File: src/rtl/serial_subtractor.sv
// -----------------------------------------------------------------------------
// serial_subtractor
//
// Bit-serial two's-complement subtractor. Computes ans = op1 - op2 one bit per
// clock, LSB first, as op1 + ~op2 + 1 through a single full-adder slice and a
// carry flip-flop. The carry flip-flop is preset to 1 on acceptance, which
// supplies the "+1" of the two's-complement negation.
//
// Ports:
//   clk      in   rising-edge clock
//   reset_n  in   asynchronous active-low reset; aborts any operation in flight
//   start    in   request a subtraction; accepted in IDLE or DONE
//   op1      in   minuend, sampled only on the accepting edge
//   op2      in   subtrahend, sampled only on the accepting edge
//   ans      out  op1 - op2 mod 2^WIDTH (registered, held until next result)
//   borrow   out  1 when op1 < op2 unsigned (inverse of the final carry)
//   overflow out  signed overflow (carry into MSB xor carry out of MSB)
//   zero     out  1 when ans == 0
//   busy     out  operation in progress (high while bits are being processed)
//   done     out  one-cycle pulse; ans and flags are valid from this cycle on
//
// Timing: start accepted at edge k, bits processed at edges k+1 .. k+WIDTH,
// done high during the cycle following edge k+WIDTH.
// -----------------------------------------------------------------------------
module serial_subtractor #(
  parameter int WIDTH = 8
) (
  input  logic             clk,
  input  logic             reset_n,
  input  logic             start,
  input  logic [WIDTH-1:0] op1,
  input  logic [WIDTH-1:0] op2,
  output logic [WIDTH-1:0] ans,
  output logic             borrow,
  output logic             overflow,
  output logic             zero,
  output logic             busy,
  output logic             done
);

  // Counter just wide enough to index WIDTH bits; it reaches WIDTH-1 on the
  // last bit and never needs to represent WIDTH itself.
  localparam int CW = (WIDTH > 2) ? $clog2(WIDTH) : 1;

  typedef enum logic [1:0] {
    ST_IDLE  = 2'd0,
    ST_SHIFT = 2'd1,
    ST_DONE  = 2'd2
  } state_t;

  // Full-adder carry: majority of the three inputs.
  function automatic logic maj3(input logic x, input logic y, input logic z);
    maj3 = (x & y) | (x & z) | (y & z);
  endfunction

  // Full-adder sum bit.
  function automatic logic sum3(input logic x, input logic y, input logic z);
    sum3 = x ^ y ^ z;
  endfunction

  state_t            state_r;
  state_t            state_next_s;

  logic [WIDTH-1:0]  a_r;        // minuend shift register
  logic [WIDTH-1:0]  b_r;        // inverted subtrahend shift register
  logic [WIDTH-1:0]  res_r;      // result assembles from the MSB end
  logic              carry_r;
  logic              cin_msb_r;  // carry into the MSB slice
  logic [CW-1:0]     count_r;

  logic [WIDTH-1:0]  ans_r;
  logic              borrow_r;
  logic              overflow_r;
  logic              zero_r;
  logic              busy_r;
  logic              done_r;

  logic              accept_s;
  logic              shifting_s;
  logic              last_bit_s;
  logic              pre_msb_s;
  logic              sum_s;
  logic              carry_next_s;
  logic [WIDTH-1:0]  res_next_s;

  // Full-adder slice and control decodes for the current bit.
  always_comb begin
    sum_s        = 1'b0;
    carry_next_s = 1'b0;
    res_next_s   = res_r;
    shifting_s   = 1'b0;
    accept_s     = 1'b0;
    last_bit_s   = 1'b0;
    pre_msb_s    = 1'b0;

    sum_s        = sum3(a_r[0], b_r[0], carry_r);
    carry_next_s = maj3(a_r[0], b_r[0], carry_r);
    res_next_s   = {sum_s, res_r[WIDTH-1:1]};

    if (state_r == ST_SHIFT) begin
      shifting_s = 1'b1;
    end else begin
      shifting_s = 1'b0;
    end

    // A request is taken in IDLE and also in DONE for back-to-back use.
    if ((state_r == ST_IDLE) || (state_r == ST_DONE)) begin
      accept_s = start;
    end else begin
      accept_s = 1'b0;
    end

    if (count_r == CW'(WIDTH - 1)) begin
      last_bit_s = 1'b1;
    end else begin
      last_bit_s = 1'b0;
    end

    // The bit at position WIDTH-2 produces the carry into the MSB slice.
    if (count_r == CW'(WIDTH - 2)) begin
      pre_msb_s = 1'b1;
    end else begin
      pre_msb_s = 1'b0;
    end
  end

  // FSM state register.
  always_ff @(posedge clk or negedge reset_n) begin
    if (!reset_n) begin
      state_r <= ST_IDLE;
    end else begin
      state_r <= state_next_s;
    end
  end

  // FSM next-state logic.
  always_comb begin
    state_next_s = state_r;
    case (state_r)
      ST_IDLE: begin
        if (start) begin
          state_next_s = ST_SHIFT;
        end else begin
          state_next_s = ST_IDLE;
        end
      end
      ST_SHIFT: begin
        if (last_bit_s) begin
          state_next_s = ST_DONE;
        end else begin
          state_next_s = ST_SHIFT;
        end
      end
      ST_DONE: begin
        if (start) begin
          state_next_s = ST_SHIFT;
        end else begin
          state_next_s = ST_IDLE;
        end
      end
      default: begin
        state_next_s = ST_IDLE;
      end
    endcase
  end

  // Operand shift registers, carry chain and bit counter.
  always_ff @(posedge clk or negedge reset_n) begin
    if (!reset_n) begin
      a_r       <= {WIDTH{1'b0}};
      b_r       <= {WIDTH{1'b0}};
      res_r     <= {WIDTH{1'b0}};
      carry_r   <= 1'b0;
      cin_msb_r <= 1'b0;
      count_r   <= {CW{1'b0}};
    end else if (accept_s) begin
      a_r       <= op1;
      b_r       <= ~op2;
      res_r     <= {WIDTH{1'b0}};
      carry_r   <= 1'b1;
      cin_msb_r <= 1'b0;
      count_r   <= {CW{1'b0}};
    end else if (shifting_s) begin
      a_r     <= {1'b0, a_r[WIDTH-1:1]};
      b_r     <= {1'b0, b_r[WIDTH-1:1]};
      res_r   <= res_next_s;
      carry_r <= carry_next_s;
      count_r <= count_r + CW'(1);
      if (pre_msb_s) begin
        cin_msb_r <= carry_next_s;
      end else begin
        cin_msb_r <= cin_msb_r;
      end
    end else begin
      a_r       <= a_r;
      b_r       <= b_r;
      res_r     <= res_r;
      carry_r   <= carry_r;
      cin_msb_r <= cin_msb_r;
      count_r   <= count_r;
    end
  end

  // Result and flags latch on the edge that processes the final bit and are
  // otherwise held, so they stay stable while the next operation runs.
  always_ff @(posedge clk or negedge reset_n) begin
    if (!reset_n) begin
      ans_r      <= {WIDTH{1'b0}};
      borrow_r   <= 1'b0;
      overflow_r <= 1'b0;
      zero_r     <= 1'b0;
    end else if (shifting_s && last_bit_s) begin
      ans_r      <= res_next_s;
      borrow_r   <= ~carry_next_s;
      overflow_r <= cin_msb_r ^ carry_next_s;
      zero_r     <= (res_next_s == {WIDTH{1'b0}});
    end else begin
      ans_r      <= ans_r;
      borrow_r   <= borrow_r;
      overflow_r <= overflow_r;
      zero_r     <= zero_r;
    end
  end

  // Handshake outputs, registered from the next state so they line up with
  // the state they describe.
  always_ff @(posedge clk or negedge reset_n) begin
    if (!reset_n) begin
      busy_r <= 1'b0;
      done_r <= 1'b0;
    end else begin
      busy_r <= (state_next_s == ST_SHIFT);
      done_r <= (state_next_s == ST_DONE);
    end
  end

  assign ans      = ans_r;
  assign borrow   = borrow_r;
  assign overflow = overflow_r;
  assign zero     = zero_r;
  assign busy     = busy_r;
  assign done     = done_r;

endmodule

File: config.mk
export PLATFORM = sky130hd
export DESIGN_NAME = serial_subtractor
export DESIGN_NICKNAME = d
export VERILOG_FILES = /design/src/rtl/serial_subtractor.sv
export SDC_FILE = /design/constraint.sdc
export NUM_CORES = 1
export LEC_CHECK = 0
export BUFFER_PORTS_ARGS = -buffer_cell sky130_fd_sc_hd__clkbuf_2
export CAP_MARGIN = 10
export CORE_MARGIN = 5
export CORE_UTILIZATION = 56
export CTS_BUF_LIST = sky130_fd_sc_hd__clkbuf_4 sky130_fd_sc_hd__clkbuf_8 sky130_fd_sc_hd__clkbuf_16
export DETAILED_ROUTE_END_ITERATION = 8
export GPL_TIMING_DRIVEN = 0
export PLACE_DENSITY = 0.84
export SETUP_SLACK_MARGIN = 0.1
export SYNTH_ARGS = -nofsm -noshare
export SYNTH_HDL_FRONTEND = slang
export SYNTH_SLANG_ARGS = --single-unit
File: constraint.sdc
create_clock -name clk -period 4.8 [get_ports clk]
set_clock_uncertainty 0.2 [all_clocks]
set_input_delay 0.72 -clock clk [delete_from_list [all_inputs] [get_ports clk]]
set_output_delay 0.72 -clock clk [all_outputs]
set_load 0.01 [all_outputs]
[Word-level counts from Yosys, hierarchy flattened]
Cells that the tools add are included.
W data, S select, Z words.
Operators by class
  eq/ne operators: 6
  add/sub/neg operators: 1
  $lt $le $gt $ge: 0
  bitwise operators: 10
  mux-type cells: 20
  div/mod/pow operators: 0
  $mul: 0
  reductions and logical operators: 8
  shift operators: 0
Operators by type and width (number)
  $mux W8: 6
  $mux W1: 10
  $logic_not A8 Y1: 1
  $not A8 Y8: 1
  $eq A3 B3 Y1 const B: 2
  $mux W3: 2
  $eq A2 B1 Y1 const B: 2
  $eq A2 B2 Y1 const B: 2
  $pmux W2 S2: 1
  $reduce_bool A2 Y1: 2
  $add A3 B1 Y3 const B: 1
  $and A1 B1 Y1: 3
  $xor A1 B1 Y1: 3
  $logic_not A2 Y1: 1
  $mux W2: 1
  $or A1 B1 Y1: 2
  $reduce_and A2 Y1: 1
  $reduce_or A2 Y1: 1
  $logic_and A1 B1 Y1: 1
  $logic_or A1 B1 Y1: 1
  $not A1 Y1: 1
Storage, ports and cells
  bits in registers: 44
  logic and storage cells: 58
  bits in latches: 0
  RAM bits: 0
  memory bits (read-only): 0
  memories kept: 0
  input port bits: 19

[Logic depth before layout (Yosys ltp)]
Gate-level depths: netlist of run 1.
  word-level depth: 6
  depth in mapped cells: 6
  mapped depth without buffers: 5

[Least setup slack after synthesis of run 1]
Ideal clock, no wire load.
  path type: register -> register
  from: register count_r[0]
  to: register ans_r[6], in the netlist ans[6]
  buffers on the path: 1
  arrival: 1.380 ns
  stages on the path, launching flop included: 6
  period minus slack after synthesis: 1.705 ns
  setup slack: 3.095 ns
  required time: 4.475 ns
  cell sequence: dfrtp_1 -> ha_1 -> ha_1 -> nand3b_2 -> buf_6 -> mux2_4
Between the ends
  longest elaborated chain between the ends: 3
Ends and longest elaborated chain
  start, declared: line 69  | logic [CW-1:0] count_r;
  start signal, assigned: line 175  | count_r <= {CW{1'b0}};
  start signal, assigned: line 182  | count_r <= {CW{1'b0}};
  start signal, assigned: line 188  | count_r <= count_r + CW'(1);
  $eq A3 B3 Y1: line 113  | if (count_r == CW'(WIDTH - 1)) begin
  $mux W1: line 113
  $logic_and A1 B1 Y1: line 212  | end else if (shifting_s && last_bit_s) begin
  end signal, assigned: line 208  | ans_r <= {WIDTH{1'b0}};
  end signal, assigned: line 213  | ans_r <= res_next_s;
  end signal, assigned: line 218  | ans_r <= ans_r;
  end, declared: line 71  | logic [WIDTH-1:0] ans_r;
No other way between the ends.
A chain may end at the register's enable or synchronous reset.

[Final worst setup path of run 1]
  from: register count_r[0]
  to: register borrow_r, in the netlist borrow
Between the ends
  longest elaborated chain between the ends: 3
Ends and longest elaborated chain
  $eq A3 B3 Y1: line 113
  $mux W1: line 113
  $logic_and A1 B1 Y1: line 212
  end signal, assigned: line 214  | borrow_r <= ~carry_next_s;
  end signal, assigned: line 219  | borrow_r <= borrow_r;
  end, declared: line 72  | logic borrow_r;
No other way between the ends.

==> results.tsv, run 1 <==
stage	metric	value	unit
outcome	status	complete, no violations	
die	fp.dieArea	0.00450	mm^2
worst_setup_path	critPathSlowestCell	dfrtp_1	
worst_setup_path	crit_top_cell	ha_1	
route	drt-pass1-iter-count	4	
worst_setup_path	worstSetupPathType	register to register	
worst_setup_path	endpoint_kind	register	
worst_setup_path	slowest_delay	0.42	ns
global_route	grt_pass1_vias	1242	
finish	fin_nets	208	
clocking	max-clock-path-buffers	2	
job	cap_violations	0	
synth	seq_area_frac_synth	0.590	
clocking	postCtsResizedCells	0	
min_path	min_path_type	register to register	
die	die_w	67.1	um
clocking	cts_setup_buffers	0	
sta	slew_violations	0	
global_route	grt_pass1_wl	5.82	mm
finish	diodes	0	
route	drc	0	
synth	ys_ff_latch	43	
clocking	clk_pin_slew	0.13	ns
global_route	globalRoute.totalOverflow	0	
worst_setup_path	cp.buffers_inverters	1	
sta	relSlewSlack	0.327	
synth	muxShareOfSynthArea	0.108	
sta	holdWs	0.291	ns
sta	max_clock_freq	547	MHz
global_route	grtUsageTotal	0.176	
route	wirelength	3.30	mm
clocking	clock-sinks	43	
sta	fin_tns_setup	0	ns
clocking	hold_buffers	0	
sta	tightest_slew	1.01	ns
synth	yosys.area_share.simple	0.0995	
placed_design	post_dp_cell_area	0.00203	mm^2
worst_setup_path	crit_fanout	10	
synth	synth_fp_nets	170	
clocking	clk_latency	0.35	ns
worst_setup_path	required	4.84	ns
route	postRouteAntennaNets	0	
power	power	1.37	mW
clocking	clockRootBuffer	clkbuf_4	
worst_setup_path	arrival	1.87	ns
sta	rsz0062_at_grt	false	
power	leakage	1.07	nW
sta	period_share	0.381	
placed_design	gp_congestion	0.804	
die	die_h	67.1	um
synth	synth_xor_area_frac	0.00480	
worst_setup_path	path_cells	ha_1 -> ha_1 -> nand3b_2 -> buf_6 -> mux2_4	
power	power-per-cell-area	655	mW/mm^2
worst_setup_path	crit_family	flip-flops	
synth	synth_top_family_by_area	compound AO/OA/AOI/OAI gates	
clocking	cts_tree	built	
route	via_per_inst	5.38	
sta	hold_viol_final	0	
route	drtIter0Drc	41	
clocking	h-tree-depth	2	
synth	synthesis.area	0.00182	mm^2
placed_design	hpwl	2.49	mm
sta	min_period	1.83	ns
finish	multi_input_area	657	um^2
global_route	grt_max_degree	44	
synth	synth_compound_area_frac	0.116	
finish	drive_gt1_frac	0.308	
die	fp-row-count	20	
clocking	cts_buffers	5	
power	peakVddDrop	0.342	mV
route	avgRoutedWirePerCell	14.4	um
synth	syn_inst	147	
worst_setup_path	cp-start-kind	register	
die	ios	32	
route	vias	1231	
die	core	0.00308	mm^2
synth	ys_types	32	
synth	avgSynthCellArea	12.4	um^2
finish	area_growth	14.3	%
finish	fin_util	0.677	
sta	setup_viol	0	
placed_design	port_buffers	31	
global_route	antenna_found_initial	0	
finish	final_cell_area	0.00208	mm^2
finish	nFillCells	245	
finish	seq_area	0.00108	mm^2
synth	yosys_warnings	0	
die	initial_utilization	0.592	
synth	synthAdderAreaFrac	0.0316	
state kept, by name (all words and copies together), names as in the netlist, 2 cells and up:
name	cells
state_r	2
b_r	8
ans	8
count_r	3
res_r	7
a_r	8
placed cells by master (no fill, tap or decap), drive strengths merged, types with 3 or more instances in the layout:
cell type / synthesis / final
a221o: 3 / 3
a22o: 8 / 8
a31oi: 6 / 6
buf: 7 / 7
clkbuf: 2 / 38
dfrtp: 43 / 43
ha: 3 / 3
inv: 6 / 6
mux2: 8 / 8
mux2i: 10 / 10
nand2: 18 / 18
nor2: 9 / 9
o21ai: 7 / 7
o2bb2ai: 3 / 3
worst min-delay path: cells and delay by family, from the launching register on:
kind	cells	cell delay [ns]
flip-flops	1	0.36
AO/OA/AOI/OAI	1	0.06
AND/OR/NAND/NOR	1	0.04
layer usage:
layer	share of wire	wire length, um	up-vias	global-route usage
li1	-	-	592	-
met1	0.44	1450	607	0.237
met2	0.49	1630	24	0.264
met3	0.048	159	8	0.0455
met4	0.020	66	0	0.0835
met5	0	0	-	0
where the power goes:
part	switching, mW	total (mW)	internal [mW]
Sequential	0.103	0.628	0.525
Combinational	0.289	0.572	0.283
Clock	0.111	0.165	0.0545
cell usage after synthesis:
library cell  number  area (um^2)
a21oi_1            1         5.00
a221o_1            3         30.0
a22o_1             8         70.1
a31oi_1            6         37.5
and2b_1            1         7.51
and2b_4            1         10.0
buf_2              2         10.0
buf_4              2         15.0
buf_6              3         33.8
clkbuf_1           1         3.75
clkbuf_2           1         5.00
dfrtp_1           43         1080
fa_1               1         20.0
ha_1               3         37.5
inv_1              6         22.5
mux2_2             6         67.6
mux2_4             2         30.0
mux2i_1           10          100
nand2_1           18         67.6
nand2b_1           2         12.5
nand3_1            1         5.00
nand3b_2           1         11.3
nor2_1             8         30.0
nor2_4             1         11.3
nor3_1             1         5.00
nor4_1             1         6.26
nor4b_1            1         8.76
o211ai_1           1         7.51
o21ai_0            7         35.0
o2bb2ai_1          3         26.3
or3_1              1         6.26
xor2_1             1         8.76
logic make-up after synthesis:
family | count (synthesis)
adder cells (fa/ha/maj) | 4
flip-flops | 43
multiplexers | 18
AND/OR/NAND/NOR | 37
XOR/XNOR | 1
AO/OA/AOI/OAI | 29
buffers and inverters | 15
metrics by stage:
step | cells | worst slack [ns]
after floorplan | 147 | 3.10
after global placement | 222 | 3.01
after detailed placement | 222 | 2.98
after CTS | 229 | 2.95
after global routing | 229 | 2.86
final | 229 | 2.97
layout make-up:
type,count,share of cell area
inverter,6,0.0108
clock buffer,5,0.0180
multi-input combinational,89,0.315
timing repair buffer,31,0.0744
tap,44,0.0264
buffer,9,0.0324
clock inverter,2,0.00660
sequential,43,0.516
worst paths after layout:
kind / endpoint / slack (ns) / from / cells past startpoint
max reg2reg: borrow$_DFFE_PN0P_ / 2.97 / count_r[0]$_DFFE_PN0P_ / 5
min in group asynchronous: res_r[1]$_DFFE_PN0P_ / 0.31 / reset_n / 1
max in group asynchronous: b_r[2]$_DFFE_PN0P_ / 3.46 / reset_n / 1
min reg2reg: ans[7]$_DFFE_PN0P_ / 0.29 / ans[7]$_DFFE_PN0P_ / 2
min: ans[7]$_DFFE_PN0P_ / 0.29 / ans[7]$_DFFE_PN0P_ / 2
max: borrow$_DFFE_PN0P_ / 2.97 / count_r[0]$_DFFE_PN0P_ / 5
(Power assumes the default switching activity.)
==> inputs of run 2 (changes only) <==
--- a/config.mk
+++ b/config.mk
@@ -8,11 +8,11 @@
 export BUFFER_PORTS_ARGS = -buffer_cell sky130_fd_sc_hd__clkbuf_2
 export CAP_MARGIN = 10
 export CORE_MARGIN = 5
-export CORE_UTILIZATION = 56
+export CORE_UTILIZATION = 49
 export CTS_BUF_LIST = sky130_fd_sc_hd__clkbuf_4 sky130_fd_sc_hd__clkbuf_8 sky130_fd_sc_hd__clkbuf_16
 export DETAILED_ROUTE_END_ITERATION = 8
 export GPL_TIMING_DRIVEN = 0
-export PLACE_DENSITY = 0.84
+export PLACE_DENSITY = 0.78
 export SETUP_SLACK_MARGIN = 0.1
 export SYNTH_ARGS = -nofsm -noshare
 export SYNTH_HDL_FRONTEND = slang
==> constraint.sdc (replaced) <==
create_clock -name clk -period 1.62 [get_ports clk]
set_clock_uncertainty 0.2 [all_clocks]
set_input_delay 0.243 -clock clk [delete_from_list [all_inputs] [get_ports clk]]
set_output_delay 0.243 -clock clk [all_outputs]
set_load 0.01 [all_outputs]
==> results.tsv, run 2 (synthesized netlist as in run 1, its figures left out) <==
stage	metric	value	unit	change
outcome	status	finished with violations		was complete, no violations
outcome	violations	negative hold slack, negative setup slack		
job	cap_violations	0		unchanged
sta	setup_viol	8		was 0
placed_design	hpwl	2.58	mm	was 2.49 mm
clocking	cts_tree	built		unchanged
finish	final_cell_mix	dfrtp_1 (43), clkbuf_2 (33), nand2_1 (15), buf_4 (13)		was dfrtp_1 (43), clkbuf_2 (32), nand2_1 (18), mux2i_1 (10)
die	die_w	71.0	um	was 67.1 um
sta	hold_viol_final	43		was 0
die	initial_utilization	0.502		was 0.592
clocking	clk_latency	0.30	ns	was 0.35 ns
global_route	grtUsageTotal	0.177		was 0.176
sta	period_share	1.07		was 0.381
power	leakage	1.29	nW	was 1.07 nW
finish	final_common_cell	dfrtp_1		unchanged
clocking	h-tree-depth	2		unchanged
finish	final_cells	262		was 229
route	drc	0		unchanged
route	postRouteAntennaNets	0		unchanged
placed_design	post_dp_cell_area	0.00207	mm^2	was 0.00203 mm^2
die	fp-row-count	22		was 20
worst_setup_path	regToRegSetupSlack	-0.11	ns	was 2.97 ns
worst_setup_path	endpoint_kind	register		unchanged
worst_setup_path	cp-start-kind	register		unchanged
route	avgRoutedWirePerCell	17.7	um	was 14.4 um
route	wirelength	4.63	mm	was 3.30 mm
sta	slew_violations	0		unchanged
placed_design	port_buffers	31		unchanged
power	power-per-cell-area	2090	mW/mm^2	was 655 mW/mm^2
die	core	0.00363	mm^2	was 0.00308 mm^2
finish	drive_gt1_frac	0.444		was 0.308
worst_setup_path	worstSetupPathType	register to register		unchanged
sta	rsz0062_at_grt	true		was false
clocking	clockRootBuffer	clkbuf_8		was clkbuf_4
clocking	max-clock-path-buffers	2		unchanged
global_route	grt_pass1_wl	6.96	mm	was 5.82 mm
die	ios	32		unchanged
global_route	grt_pass1_vias	1461		was 1,242
global_route	antenna_found_initial	0		unchanged
worst_setup_path	arrival	1.75	ns	was 1.87 ns
global_route	globalRoute.totalOverflow	0		unchanged
clocking	cts_buffers	5		unchanged
placed_design	gp_congestion	0.795		was 0.804
finish	fin_nets	237		was 208
route	drtIter0Drc	108		was 41
finish	area_growth	40.6	%	was 14.3%
worst_setup_path	worst_r2r_endpoint	zero$_DFFE_PN0P_		was borrow$_DFFE_PN0P_
sta	relSlewSlack	0.296		was 0.327
worst_setup_path	r2r_start	b_r[0]$_DFFE_PN0P_		was count_r[0]$_DFFE_PN0P_
route	via_per_inst	5.45		was 5.38
sta	tightest_slew	1.06	ns	was 1.01 ns
sta	max_clock_freq	577	MHz	was 547 MHz
route	drt-pass1-iter-count	4		unchanged
finish	fin_util	0.705		was 0.677
sta	min_period	1.73	ns	was 1.83 ns
die	die_h	71.0	um	was 67.1 um
power	peakVddDrop	1.04	mV	was 0.342 mV
clocking	clock-sinks	43		unchanged
placed_design	dp.cells	226		was 222
finish	final_cell_area	0.00256	mm^2	was 0.00208 mm^2
finish	diodes	0		unchanged
route	vias	1428		was 1,231
die	fp.dieArea	0.00504	mm^2	was 0.00450 mm^2
worst_setup_path	required	1.64	ns	was 4.84 ns
clocking	clk_pin_slew	0.08	ns	was 0.13 ns
sta	holdWs	-0.0817	ns	was 0.291 ns
worst_setup_path	reg2regPathDepth	5		unchanged
min_path	min_path_type	input port to async pin		was register to register
worst_setup_path	crit_fanout	2		was 10
sta	fin_ws	-0.113	ns	was 2.97 ns
global_route	grt_max_degree	44		unchanged
-- run 2: changes by cell type in the layout (fill, tap and decap cells not counted), moves of 4 or more --
cell	before	now
buf_4	2	13
o21ai_0	7	3
dlygate4sd3_1	0	10
inv_1	6	2
buf_6	3	9
clkbuf_4	5	1
mux2_4	2	7
mux2_2	6	1
clkbuf_8	0	5
-- run 2: layout make-up --
type	count	area, um^2
sequential	43	1080
inverter	6	25.0
clock buffer	6	76.3
fill	256	1070
buffer	9	82.6
multi-input combinational	89	781
timing repair buffer	60	432
tap	48	60.1
clock inverter	1	30.0
-- run 2: how the worst max path moves through the flow --
stage                                     to                    from  cells past startpoint
after floorplan           ans[6]$_DFFE_PN0P_  count_r[1]$_DFFE_PN0P_                      5
after detailed placement  borrow$_DFFE_PN0P_  count_r[1]$_DFFE_PN0P_                      5
after CTS                 borrow$_DFFE_PN0P_  count_r[0]$_DFFE_PN0P_                      5
final                       zero$_DFFE_PN0P_      b_r[0]$_DFFE_PN0P_                      5
after global routing        zero$_DFFE_PN0P_      b_r[0]$_DFFE_PN0P_                      5
after global placement    ans[6]$_DFFE_PN0P_  count_r[1]$_DFFE_PN0P_                      5
-- run 2: stage by stage --
stage / setup slack (ns) / power (mW) / setup TNS, ns
finish: -0.113 / 5.35 / -0.401
floorplan: 0.0305 / 3.14 / 0
global route: -0.188 / 5.64 / -0.873
CTS: -0.0349 / 4.77 / -0.0915
detailed placement: -0.0713 / 3.71 / -0.203
global placement: -0.0365 / 3.57 / -0.105
-- run 2: what timing repair did --
item | in CTS | in global routing
pin swaps | 4 | 9
setup endpoints to repair | 14 | 35
resized for setup | 7 | 34
endpoints found under the hold margin | 53 | 0
hold buffers | 10 | 0
setup buffers | 8 | 9
gates cloned | 0 | 3
-- run 2: power by group --
part           internal (mW)  total, mW  switching [mW]
registers               1.56       1.93           0.370
logic                   1.39       2.59            1.19
clock network          0.469      0.832           0.363
total                   3.42       5.35            1.93
-- run 2: per-layer routing --
metal	wire length (um)	track usage	share of wire
met2	2410	0.309	0.52
met5	0	0	0
met1	1840	0.211	0.40
met4	95	0.0626	0.021
met3	283	0.0440	0.061
-- run 2: critical path: stages, from the launching register on --
cell     delay (ns)
dfrtp_1        0.38
inv_2          0.05
fa_2           0.57
nor4b_4        0.19
nand2_1        0.09
o21ai_1        0.17
==> inputs of run 3 (changes only) <==
--- a/config.mk
+++ b/config.mk
@@ -12,6 +12,7 @@
 export CTS_BUF_LIST = sky130_fd_sc_hd__clkbuf_4 sky130_fd_sc_hd__clkbuf_8 sky130_fd_sc_hd__clkbuf_16
 export DETAILED_ROUTE_END_ITERATION = 8
 export GPL_TIMING_DRIVEN = 0
+export MAX_ROUTING_LAYER = met4
 export PLACE_DENSITY = 0.78
 export SETUP_SLACK_MARGIN = 0.1
 export SYNTH_ARGS = -nofsm -noshare
==> results.tsv, run 3 (synthesized netlist as in run 1, its figures left out) <==
stage	metric	value	unit	change
sta	holdWs	-0.0823	ns	was -0.0817 ns
route	postRouteAntennaNets	0		unchanged
clocking	clk_pin_slew	0.08	ns	about the same
finish	final_cell_area	0.00256	mm^2	unchanged
power	peakVddDrop	1.04	mV	about the same
worst_setup_path	worstSetupPathType	register to register		unchanged
finish	final_common_cell	dfrtp_1		unchanged
route	drc	0		unchanged
placed_design	post_dp_cell_area	0.00207	mm^2	unchanged
placed_design	gp_congestion	0.806		was 0.795
sta	slew_violations	0		unchanged
sta	rsz0062_at_grt	true		unchanged
global_route	antenna_found_initial	0		unchanged
global_route	grt_pass1_wl	7.01	mm	was 6.96 mm
worst_setup_path	arrival	1.75	ns	about the same
global_route	grt_max_degree	44		unchanged
route	wirelength	4.65	mm	was 4.63 mm
die	fp.dieArea	0.00504	mm^2	unchanged
global_route	globalRoute.totalOverflow	0		unchanged
sta	period_share	1.07		about the same
worst_setup_path	crit_fanout	2		unchanged
power	power	5.35	mW	about the same
sta	min_period	1.73	ns	about the same
min_path	min_path_type	input port to async pin		unchanged
route	avgRoutedWirePerCell	17.7	um	about the same
finish	fin_nets	237		unchanged
die	die_w	71.0	um	unchanged
power	power-per-cell-area	2090	mW/mm^2	about the same
placed_design	dp.cells	226		unchanged
sta	max_clock_freq	577	MHz	about the same
clocking	cts_buffers	5		unchanged
route	via_per_inst	5.50		was 5.45
worst_setup_path	cp-start-kind	register		unchanged
clocking	clk_latency	0.30	ns	about the same
clocking	cts_tree	built		unchanged
job	cap_violations	0		unchanged
global_route	use_met2	0.307		was 0.309
outcome	status	finished with violations		unchanged
sta	hold_viol_final	43		unchanged
global_route	busiest_layer	met2		unchanged
placed_design	pre_cts_slack	-0.0713	ns	unchanged
route	vias	1441		was 1,428
sta	relSlewSlack	0.300		was 0.296
die	initial_utilization	0.502		unchanged
placed_design	hpwl	2.58	mm	unchanged
global_route	grtUsageTotal	0.184		was 0.177
clocking	max-clock-path-buffers	2		unchanged
route	drtIter0Drc	102		was 108
global_route	met3_usage	0.0426		was 0.0440
finish	diodes	0		unchanged
sta	setup_viol	8		unchanged
finish	drive_gt1_frac	0.444		unchanged
global_route	gr-usage-met1	0.218		was 0.211
sta	fin_ws	-0.113	ns	about the same
outcome	violations	negative hold slack, negative setup slack		unchanged
die	ios	32		unchanged
die	fp-row-count	22		unchanged
power	leakage	1.29	nW	unchanged
finish	area_growth	40.6	%	unchanged
clocking	clock-sinks	43		unchanged
worst_setup_path	endpoint_kind	register		unchanged
global_route	grt_pass1_vias	1454		was 1,461
sta	tightest_slew	1.05	ns	was 1.06 ns
finish	final_cells	262		unchanged
clocking	clockRootBuffer	clkbuf_8		unchanged
die	die_h	71.0	um	unchanged
placed_design	port_buffers	31		unchanged
die	core	0.00363	mm^2	unchanged
worst_setup_path	required	1.64	ns	about the same
route	drt-pass1-iter-count	4		unchanged
finish	final_cell_mix	dfrtp_1 (43), clkbuf_2 (33), nand2_1 (15), buf_4 (13)		unchanged
clocking	h-tree-depth	2		unchanged
run 3: cell counts in the layout (fill, tap and decap cells not counted):
Identical to the previous run, type by type.
run 3: what timing repair did:
| action | 4_1_cts | 5_1_grt |
|---|---|---|
| setup endpoints to repair | 14 | 35 |
| hold buffers | 10 | 0 |
| cloned | 0 | 3 |
| pin swaps | 4 | 9 |
| setup buffers | 8 | 9 |
| endpoints found under the hold margin | 53 | 0 |
| gates resized for setup | 7 | 34 |
run 3: path summary, 6_finish.rpt:
path / cells past startpoint / end / slack, ns / from
worst min register to register: 2 / overflow$_DFFE_PN0P_ / 0.31 / overflow$_DFFE_PN0P_
worst max register to register: 5 / zero$_DFFE_PN0P_ / -0.11 / b_r[0]$_DFFE_PN0P_
worst min-delay path: 1 / res_r[3]$_DFFE_PN0P_ / -0.08 / reset_n
worst max-delay path: 5 / zero$_DFFE_PN0P_ / -0.11 / b_r[0]$_DFFE_PN0P_
max in group asynchronous: 1 / b_r[3]$_DFFE_PN0P_ / 0.65 / reset_n
min in group clk: 3 / a_r[3]$_DFFE_PN0P_ / 0.01 / op1[3]
run 3: routing by layer:
layer | up-vias | wire [um]
li1 | 650 | -
met1 | 718 | 1860
met2 | 61 | 2410
met3 | 12 | 300
met4 | 0 | 79
met5 | - | 0
run 3: metrics by stage:
stage	hold slack, ns	TNS, ns	util
global route	0.0178	-0.887	0.705
finish	-0.0823	-0.504	0.705
floorplan	-0.253	0	-
detailed placement	0.215	-0.203	0.570
CTS	-0.0363	-0.0915	0.648
global placement	0.217	-0.105	0.570
run 3: power breakdown:
| part | total [mW] | switching (mW) | internal, mW |
|---|---|---|---|
| combinational | 2.58 | 1.19 | 1.39 |
| sequential | 1.93 | 0.373 | 1.56 |
| clock | 0.832 | 0.363 | 0.469 |
| total | 5.35 | 1.93 | 3.42 |
run 3: final cells by class:
type	count	area, um^2
flip-flops and latches	43	1080
plain buffers	9	82.6
well taps	48	60.1
multi-input cells	89	781
fillers	256	1070
inverters	6	25.0
repair buffers	60	432
clock buffers	6	76.3
clock inverters	1	30.0
run 3: worst max-delay path, cell delays in order, from the launching register on:
cell     delay [ns]
dfrtp_1        0.38
inv_2          0.05
fa_2           0.57
nor4b_4        0.19
nand2_1        0.09
o21ai_1        0.17
